[src/rtl/text_pkg.sv]
// Shared glyph constants and types for the text line renderer.
package text_pkg;

  localparam int GLYPH_W    = 32;
  localparam int GLYPH_BITS = 5;

  localparam logic [4:0] BLANK_GLYPH = 5'd31;
  localparam logic [4:0] LAST_LETTER = 5'd25;

  localparam logic [23:0] KEY_COLOR_DEFAULT = 24'hFF00FF;

  typedef logic [4:0] glyph_idx_t;

  function automatic logic is_letter(
    input glyph_idx_t g
  );
    return g <= LAST_LETTER;
  endfunction

endpackage

[src/rtl/text_string_buf.sv]
// Double-buffered character string: shadow write port,
// frame-start commit into the active copy, active slot read.
module text_string_buf
  import text_pkg::*;
#(
  parameter int MAX_CHARS = 16,
  localparam int AW = $clog2(MAX_CHARS)
) (
  input  logic          Clk,
  input  logic          Reset,
  input  logic          commit,
  input  logic          wr_en,
  input  logic [AW-1:0] wr_addr,
  input  glyph_idx_t    wr_char,
  input  logic [AW-1:0] rd_slot,
  output glyph_idx_t    rd_glyph
);

  glyph_idx_t char_sh  [MAX_CHARS];
  glyph_idx_t char_act [MAX_CHARS];

  always_ff @(posedge Clk or posedge Reset) begin
    if (Reset) begin
      for (int i = 0; i < MAX_CHARS; i++)
        char_sh[i] <= BLANK_GLYPH;
    end else if (wr_en) begin
      char_sh[wr_addr] <= wr_char;
    end
  end

  // Commit samples the pre-write shadow when both coincide.
  always_ff @(posedge Clk or posedge Reset) begin
    if (Reset) begin
      for (int i = 0; i < MAX_CHARS; i++)
        char_act[i] <= BLANK_GLYPH;
    end else if (commit) begin
      for (int i = 0; i < MAX_CHARS; i++)
        char_act[i] <= char_sh[i];
    end
  end

  assign rd_glyph = char_act[rd_slot];

endmodule

[src/rtl/text_line_renderer.sv]
// Renders one committed text line over the beam; 2-cycle latency.
// Optional chroma keying via TEXT_CHROMA_KEY_EN.
module text_line_renderer
  import text_pkg::*;
#(
  parameter int          MAX_CHARS = 16,
  parameter logic [23:0] KEY_COLOR = KEY_COLOR_DEFAULT,
  localparam int AW = $clog2(MAX_CHARS)
) (
  input  logic          Clk,
  input  logic          Reset,
  input  logic          frame_start,
  input  logic [9:0]    DrawX,
  input  logic [9:0]    DrawY,
  input  logic          wr_en,
  input  logic [AW-1:0] wr_addr,
  input  logic [4:0]    wr_char,
  input  logic [5:0]    str_len,
  input  logic [9:0]    org_x,
  input  logic [9:0]    org_y,
  output logic [9:0]    rom_addr,
  output logic [4:0]    rom_sel,
  input  logic [23:0]   rom_data,
  output logic          text_on,
  output logic [23:0]   text_rgb
);

  localparam logic [5:0] MAX_LEN = 6'(MAX_CHARS);

  logic [5:0] len_sh, len_act, len_clamp;
  logic [9:0] ox_sh, oy_sh, ox_act, oy_act;

  logic signed [10:0] dx, dy;
  logic               in_box;
  glyph_idx_t         glyph;

  logic hit1, show;

  assign len_clamp =
    (str_len > MAX_LEN) ? MAX_LEN : str_len;

  always_ff @(posedge Clk or posedge Reset) begin
    if (Reset) begin
      len_sh <= '0;
      ox_sh  <= '0;
      oy_sh  <= '0;
    end else begin
      len_sh <= len_clamp;
      ox_sh  <= org_x;
      oy_sh  <= org_y;
    end
  end

  always_ff @(posedge Clk or posedge Reset) begin
    if (Reset) begin
      len_act <= '0;
      ox_act  <= '0;
      oy_act  <= '0;
    end else if (frame_start) begin
      len_act <= len_sh;
      ox_act  <= ox_sh;
      oy_act  <= oy_sh;
    end
  end

  text_string_buf #(
    .MAX_CHARS (MAX_CHARS)
  ) u_buf (
    .Clk      (Clk),
    .Reset    (Reset),
    .commit   (frame_start),
    .wr_en    (wr_en),
    .wr_addr  (wr_addr),
    .wr_char  (wr_char),
    .rd_slot  (dx[AW+4:5]),
    .rd_glyph (glyph)
  );

  assign dx = $signed({1'b0, DrawX})
            - $signed({1'b0, ox_act});
  assign dy = $signed({1'b0, DrawY})
            - $signed({1'b0, oy_act});

  // Sign bits reject left/above; no wrap.
  assign in_box = !dx[10] && !dy[10]
               && (dy[9:5] == 5'd0)
               && (dx[10:5] < len_act);

  assign rom_addr =
    in_box ? {dy[4:0], dx[4:0]} : '0;

  always_ff @(posedge Clk or posedge Reset) begin
    if (Reset) begin
      hit1    <= 1'b0;
      rom_sel <= BLANK_GLYPH;
    end else begin
      hit1    <= in_box && is_letter(glyph);
      rom_sel <= in_box ? glyph : BLANK_GLYPH;
    end
  end

`ifdef TEXT_CHROMA_KEY_EN
  assign show = hit1 && (rom_data != KEY_COLOR);
`else
  logic unused_key;
  assign unused_key = ^KEY_COLOR;
  assign show = hit1;
`endif

  always_ff @(posedge Clk or posedge Reset) begin
    if (Reset) begin
      text_on  <= 1'b0;
      text_rgb <= '0;
    end else begin
      text_on  <= show;
      text_rgb <= show ? rom_data : '0;
    end
  end

endmodule

[config.mk]
export PLATFORM = sky130hd
export DESIGN_NAME = text_line_renderer
export DESIGN_NICKNAME = d
export VERILOG_FILES = /design/src/rtl/text_pkg.sv /design/src/rtl/text_string_buf.sv /design/src/rtl/text_line_renderer.sv
export SDC_FILE = /design/constraint.sdc
export NUM_CORES = 1
export LEC_CHECK = 0
export ABC_AREA = 0
export CORE_AREA = 2 2 151 153
export DETAILED_ROUTE_END_ITERATION = 7
export DIE_AREA = 0 0 153 155
export PLACE_DENSITY = 0.74
export SLEW_MARGIN = 20
export SYNTH_ARGS = -nofsm -noshare
export SYNTH_HDL_FRONTEND = slang
export SYNTH_SLANG_ARGS = --single-unit
[constraint.sdc]
create_clock -name Clk -period 8.2 [get_ports Clk]
set_clock_uncertainty 0.1 [all_clocks]
set_input_delay 2.05 -clock Clk [delete_from_list [all_inputs] [get_ports Clk]]
set_output_delay 2.05 -clock Clk [all_outputs]
set_load 0.02 [all_outputs]
# Yosys cells after proc, flatten, opt, wreduce, memory -nomap -nowiden
# Index checks and enable logic that the tools add are counted.
[word_totals] ff_bits=243 input_bits=83 out_inout_bits=40
[op_classes] addsub=2 magnitude_cmp=6 mux=10 bitwise=2 reduce_logical=8
[ops] operator="bitwise mux 80 bit" count=1
[ops] operator="2-to-1 mux 24 bit" count=1
[ops] operator="subtractor 10 x 10 -> 11 bit" count=2
[ops] operator="binary-select mux 5 bit (select 4 bit)" count=1
[ops] operator="demux 5 bit (select 4 bit)" count=1
[ops] operator="2-to-1 mux 5 bit" count=4
[ops] operator="greater-or-equal comparator 5 bit, second input constant" count=2
[ops] operator="2-to-1 mux 10 bit" count=1
[ops] operator="inverter 4 -> 5 bit" count=2
[ops] operator="> comparator 6 x 5 -> 1 bit, second input constant" count=1
[ops] operator="less-than comparator 6 bit" count=1
[ops] operator="2-to-1 mux 6 bit" count=1
[ops] operator="less-or-equal comparator 5 bit, second input constant" count=1
[ops] operator="logical AND 1 bit" count=5
[ops] operator="zero test 5 bit" count=1
[ops] operator="less-than comparator 5 x 1 -> 1 bit, second input constant" count=1
[ops] operator="zero test 1 bit" count=2

# Depth between registers and ports, before layout
[depth] ltp_word=7 ltp_mapped=16 ltp_nobuf=15

# Hierarchy
# Synthesis repeated with hierarchy kept, for this count alone.
[unflattened] hier_cells=765 area_unflattened_um2=10603.9
[modules_own_cells] module="text_string_buf" instances=1 cells_each=407 area_each_um2=6807.8
[modules_own_cells] module="text_line_renderer" instances=1 cells_each=358 area_each_um2=3796.1

# Least setup slack after synthesis
# Ideal clock, no wire load.
[synth_path] kind="in2out" startpoint="input DrawX[0]" endpoint="output rom_addr[2]" arrival_ns=5.849 setup_slack_ns=0.201 cell_stages=16 n_path_buf=2 cell_sequence="inv_1 ha_1 fa_1 nor2b_4 o2111ai_1 a31oi_2 xnor2_2 buf_4 ha_1 a21o_1 a21o_1 a2111oi_0 nand4b_1 or4_4 buf_6 nor3_1"
[synth_between] elab_chain_len=6 word_cells_on_any_way=7
[synth_rtl] element="start: declaration" line_no="text_line_renderer.sv:13" rtl="input logic [9:0] DrawX,"
[synth_rtl] element="subtractor 10 x 10 -> 11 bit (*)" line_no="text_line_renderer.sv:80" rtl="- $signed({1'b0, ox_act});"
[synth_rtl] element="branches (longest 4 deep; another with less-than comparator 6 bit)"
[synth_rtl] element="2-to-1 mux 10 bit (*)" line_no="text_line_renderer.sv:90" rtl="in_box ? {dy[4:0], dx[4:0]} : '0;"
[synth_rtl] element="end: declaration" line_no="text_line_renderer.sv:21" rtl="output logic [9:0] rom_addr,"
# Every way passes the cells marked *.

# Final worst setup path
[layout_path] startpoint="input DrawX[0]" endpoint="output rom_addr[6]"
[layout_between] elab_chain_len=6 word_cells_on_any_way=7
[layout_rtl] element="subtractor 10 x 10 -> 11 bit (*)" line_no="text_line_renderer.sv:80"
[layout_rtl] element="branches (longest 3 deep; another with less-than comparator 6 bit)"
[layout_rtl] element="logical AND 1 bit (*)" line_no="text_line_renderer.sv:87" rtl="&& (dx[10:5] < len_act);"
[layout_rtl] element="2-to-1 mux 10 bit (*)" line_no="text_line_renderer.sv:90"
# Marks and branches as above.

==> reports/results.tsv <==
metric	value	unit
routed vias/inst	5.55	
Reg2Reg Depth	16	
CTS Hold Bufs	0	
port bufs	122	
Post-Syn Area	10900	sq um
reg2reg end	rom_sel[4]$_DFF_PP1_	
layout overhead on the synthesized area	23.3	%
Max stage delay on crit path	450	ps
max_cap viols	0	
fin crit share	98.8	%
Leak Pwr	0.00563	uW
worst endpoint required time	6050	ps
Tot GR Track Use	20.5	%
synth unique cells	69	
CP dominant cell by count	buf_4	
placed insts	1226	
Hold Path Class	reg -> reg	
clock latency on the worst-skew pair	530	ps
first-pass GRT wire length	38.9	mm
Post-synth EDFFs	0	
CORE AREA	22200	sq um
RR Startpoint	ox_act[0]$_DFFE_PP0P_	
data arrival time of the critical path	5950	ps
drt pass-1 iters	5	
# rows	55	
sequential element share of the synthesized area	57.9	%
vias	7087	
clk slew on worst S/H paths	50	ps
total power	3480	uW
Pins Over Slew Limit	0	
WHS	351	ps
number of global-route vias before repair	7274	
met2 Use GR	34.2	%
final setup vio count	0	
Nets	1088	
Setup TNS Final	0	ps
CTS buffer count	26	
CTS Root Cell	clkbuf_16	
CP max-delay cell	clkdlybuf4s50_1	
H-tree depth	1	
GRT met1 Usage	28.4	%
startpoint types	input pin	
largest net degree at the start of global routing	207	
# clock sinks	243	
Die Ht	155	microns
hpwl dp	16.0	mm
run status	completed	
WL final	24.4	mm
PwrDens	260	nW/um^2
Top Ports	123	
PnR worst setup slack	102	ps
Seq cells post-synth	243	
pre-CTS setup slack	-524	ps
antenna viol nets, final	0	
DRC viols	0	
gp weighted congestion	0.896	
Die ar.	23700	sq um
most used routing layer	met2	
syn nets	934	
layout cells sized above 1	46.1	%
Die W	153	microns
initial antenna violation count	0	
Routed wire per std cell	19.1	microns
commonest non-fill, non-tap cells in the layout	dfstp_2 (165), mux2_2 (164), clkdlybuf4s50_1 (111), dfrtp_1 (78), buf_4 (45)	
Mean Syn Cell Area	13.2	sq um
min-delay src	oy_sh[3]$_DFF_PP0_	
initial DRC count	428	
Synth area leaders	dfstp_2 (40%), dfrtp_1 (18%), mux2_2 (17%)	
gr ovfl total	0	
slew margin rel.	31.2	%
hold depth	2	
Setup CP Type	in -> out	
most common cell after layout, fill and taps aside	dfstp_2	
GR Util met3	3.15	%
top cell type's share of synthesized area	39.9	%
final std cells w/o fill	1276	
antenna cells	0	
hold endpoint	oy_act[3]$_DFFE_PP0P_	
R2R Setup Slk	4010	ps
CTS Buffer Depth	3	
Synth area leader	dfstp_2	
synth warn	0	
CTS tree	yes	
Worst VDD drop	186	uV
Synth Flop Type	dfstp_2	
post-synthesis instance total	824	
minimum clock period	8100	ps
crit end category	primary output	
maximum fanout along the worst path	2	
final hold violations	0	
Slew @ Worst Pin	1020	ps
starting density of the core	48.9	%
critical-path cell list	clkdlybuf4s50_1 -> inv_1 -> ha_2 -> fa_2 -> nor2b_4 -> o2111ai_4 -> a31oi_4 -> xnor2_2 -> ha_1 -> a21o_1 -> a21o_1 -> a2111oi_4 -> nand4b_1 -> buf_4 -> buf_4 -> buf_4 -> nor4_2 -> and2_1 -> clkbuf_2	
FMAX	123	MHz
FFs w/ async S/R, synth	100	%
-- registers in the layout (all words and copies together), names as in the netlist --
name	cells
hit1	1
len_act	6
len_sh	6
ox_act	10
ox_sh	10
oy_act	10
oy_sh	10
rom_sel	5
text_on	1
text_rgb	24
u_buf.char_act	80
u_buf.char_sh	80
-- cell usage after synthesis (all sizes together), types with 5 or more instances --
library cell    n
buf            13
o21a            6
nand2          45
nor3            8
mux2          164
nand3          21
dfstp         165
a311oi          6
and2           30
and3           23
a311o           6
dfrtp          78
mux2i          14
ha             25
nor2b           5
a211oi         12
inv            38
nor2           21
clkbuf         28
o21ai          38
a21o            5
or2             5
a21oi          10
-- through the flow --
step,cell area [sq um],util (%)
floorplan,10900,-
global placement,12500,56.2
detailed placement,12500,56.3
CTS,13300,60.0
global route,13400,60.3
finish,13400,60.3
-- how the worst max path moves through the flow --
stage / cells after the start / slack, ps / startpoint / endpoint
after CTS: 17 / 30 / DrawX[0] / rom_addr[5]
after detailed placement: 17 / -520 / DrawX[0] / rom_addr[0]
after global placement: 16 / -440 / DrawX[0] / rom_addr[3]
after floorplan: 16 / 200 / DrawX[0] / rom_addr[2]
final: 19 / 100 / DrawX[0] / rom_addr[6]
after global routing: 18 / -80 / DrawX[0] / rom_addr[1]
-- kinds of logic after synthesis --
logic type	Yosys count	synth area share (%)
AND/OR/NAND/NOR	171	8.20
AO/OA/AOI/OAI	117	8.01
buffers and inverters	79	3.37
adder cells (fa/ha/maj)	27	3.25
flip-flops	243	57.9
multiplexers	180	18.7
other	1	0.0345
XOR/XNOR	6	0.553
-- final cells by class --
class                   instances  area (sq um)
well taps                     285           357
clock buffers                  34           691
clock inverters                 7          75.1
inverters                      38           146
fillers                      1769          8830
multi-input cells             502          4280
repair buffers                167          1560
flip-flops and latches        243          6290
-- timing repair --
item / in CTS / in global routing
gates resized for setup: 47 / 11
buffers inserted: 6 / 2
hold endpoints to repair: 0 / 0
pin swaps: 7 / 6
setup endpoints to repair: 10 / 10
-- worst max-delay path, delay by kind of cell --
| family | cells | cell delay [ps] |
|---|---|---|
| AO/OA/AOI/OAI | 5 | 990 |
| buffers and inverters | 6 | 1080 |
| adder cells (fa/ha/maj) | 3 | 830 |
| AND/OR/NAND/NOR | 4 | 860 |
| XOR/XNOR | 1 | 140 |
-- routing by layer --
| metal | wire length, microns | up-vias | part of all wire (%) |
|---|---|---|---|
| li1 | - | 3237 | - |
| met1 | 10800 | 3612 | 44 |
| met2 | 11700 | 195 | 48 |
| met3 | 1310 | 43 | 5.4 |
| met4 | 546 | 0 | 2.2 |
| met5 | 0 | - | 0 |
-- power breakdown --
group	leakage (uW)	internal [uW]	switching, uW
sequential	0.00272	1560	108
clock	0.000377	619	456
combinational	0.00253	380	355
No activity file was read; power rests on OpenSTA's default activity.
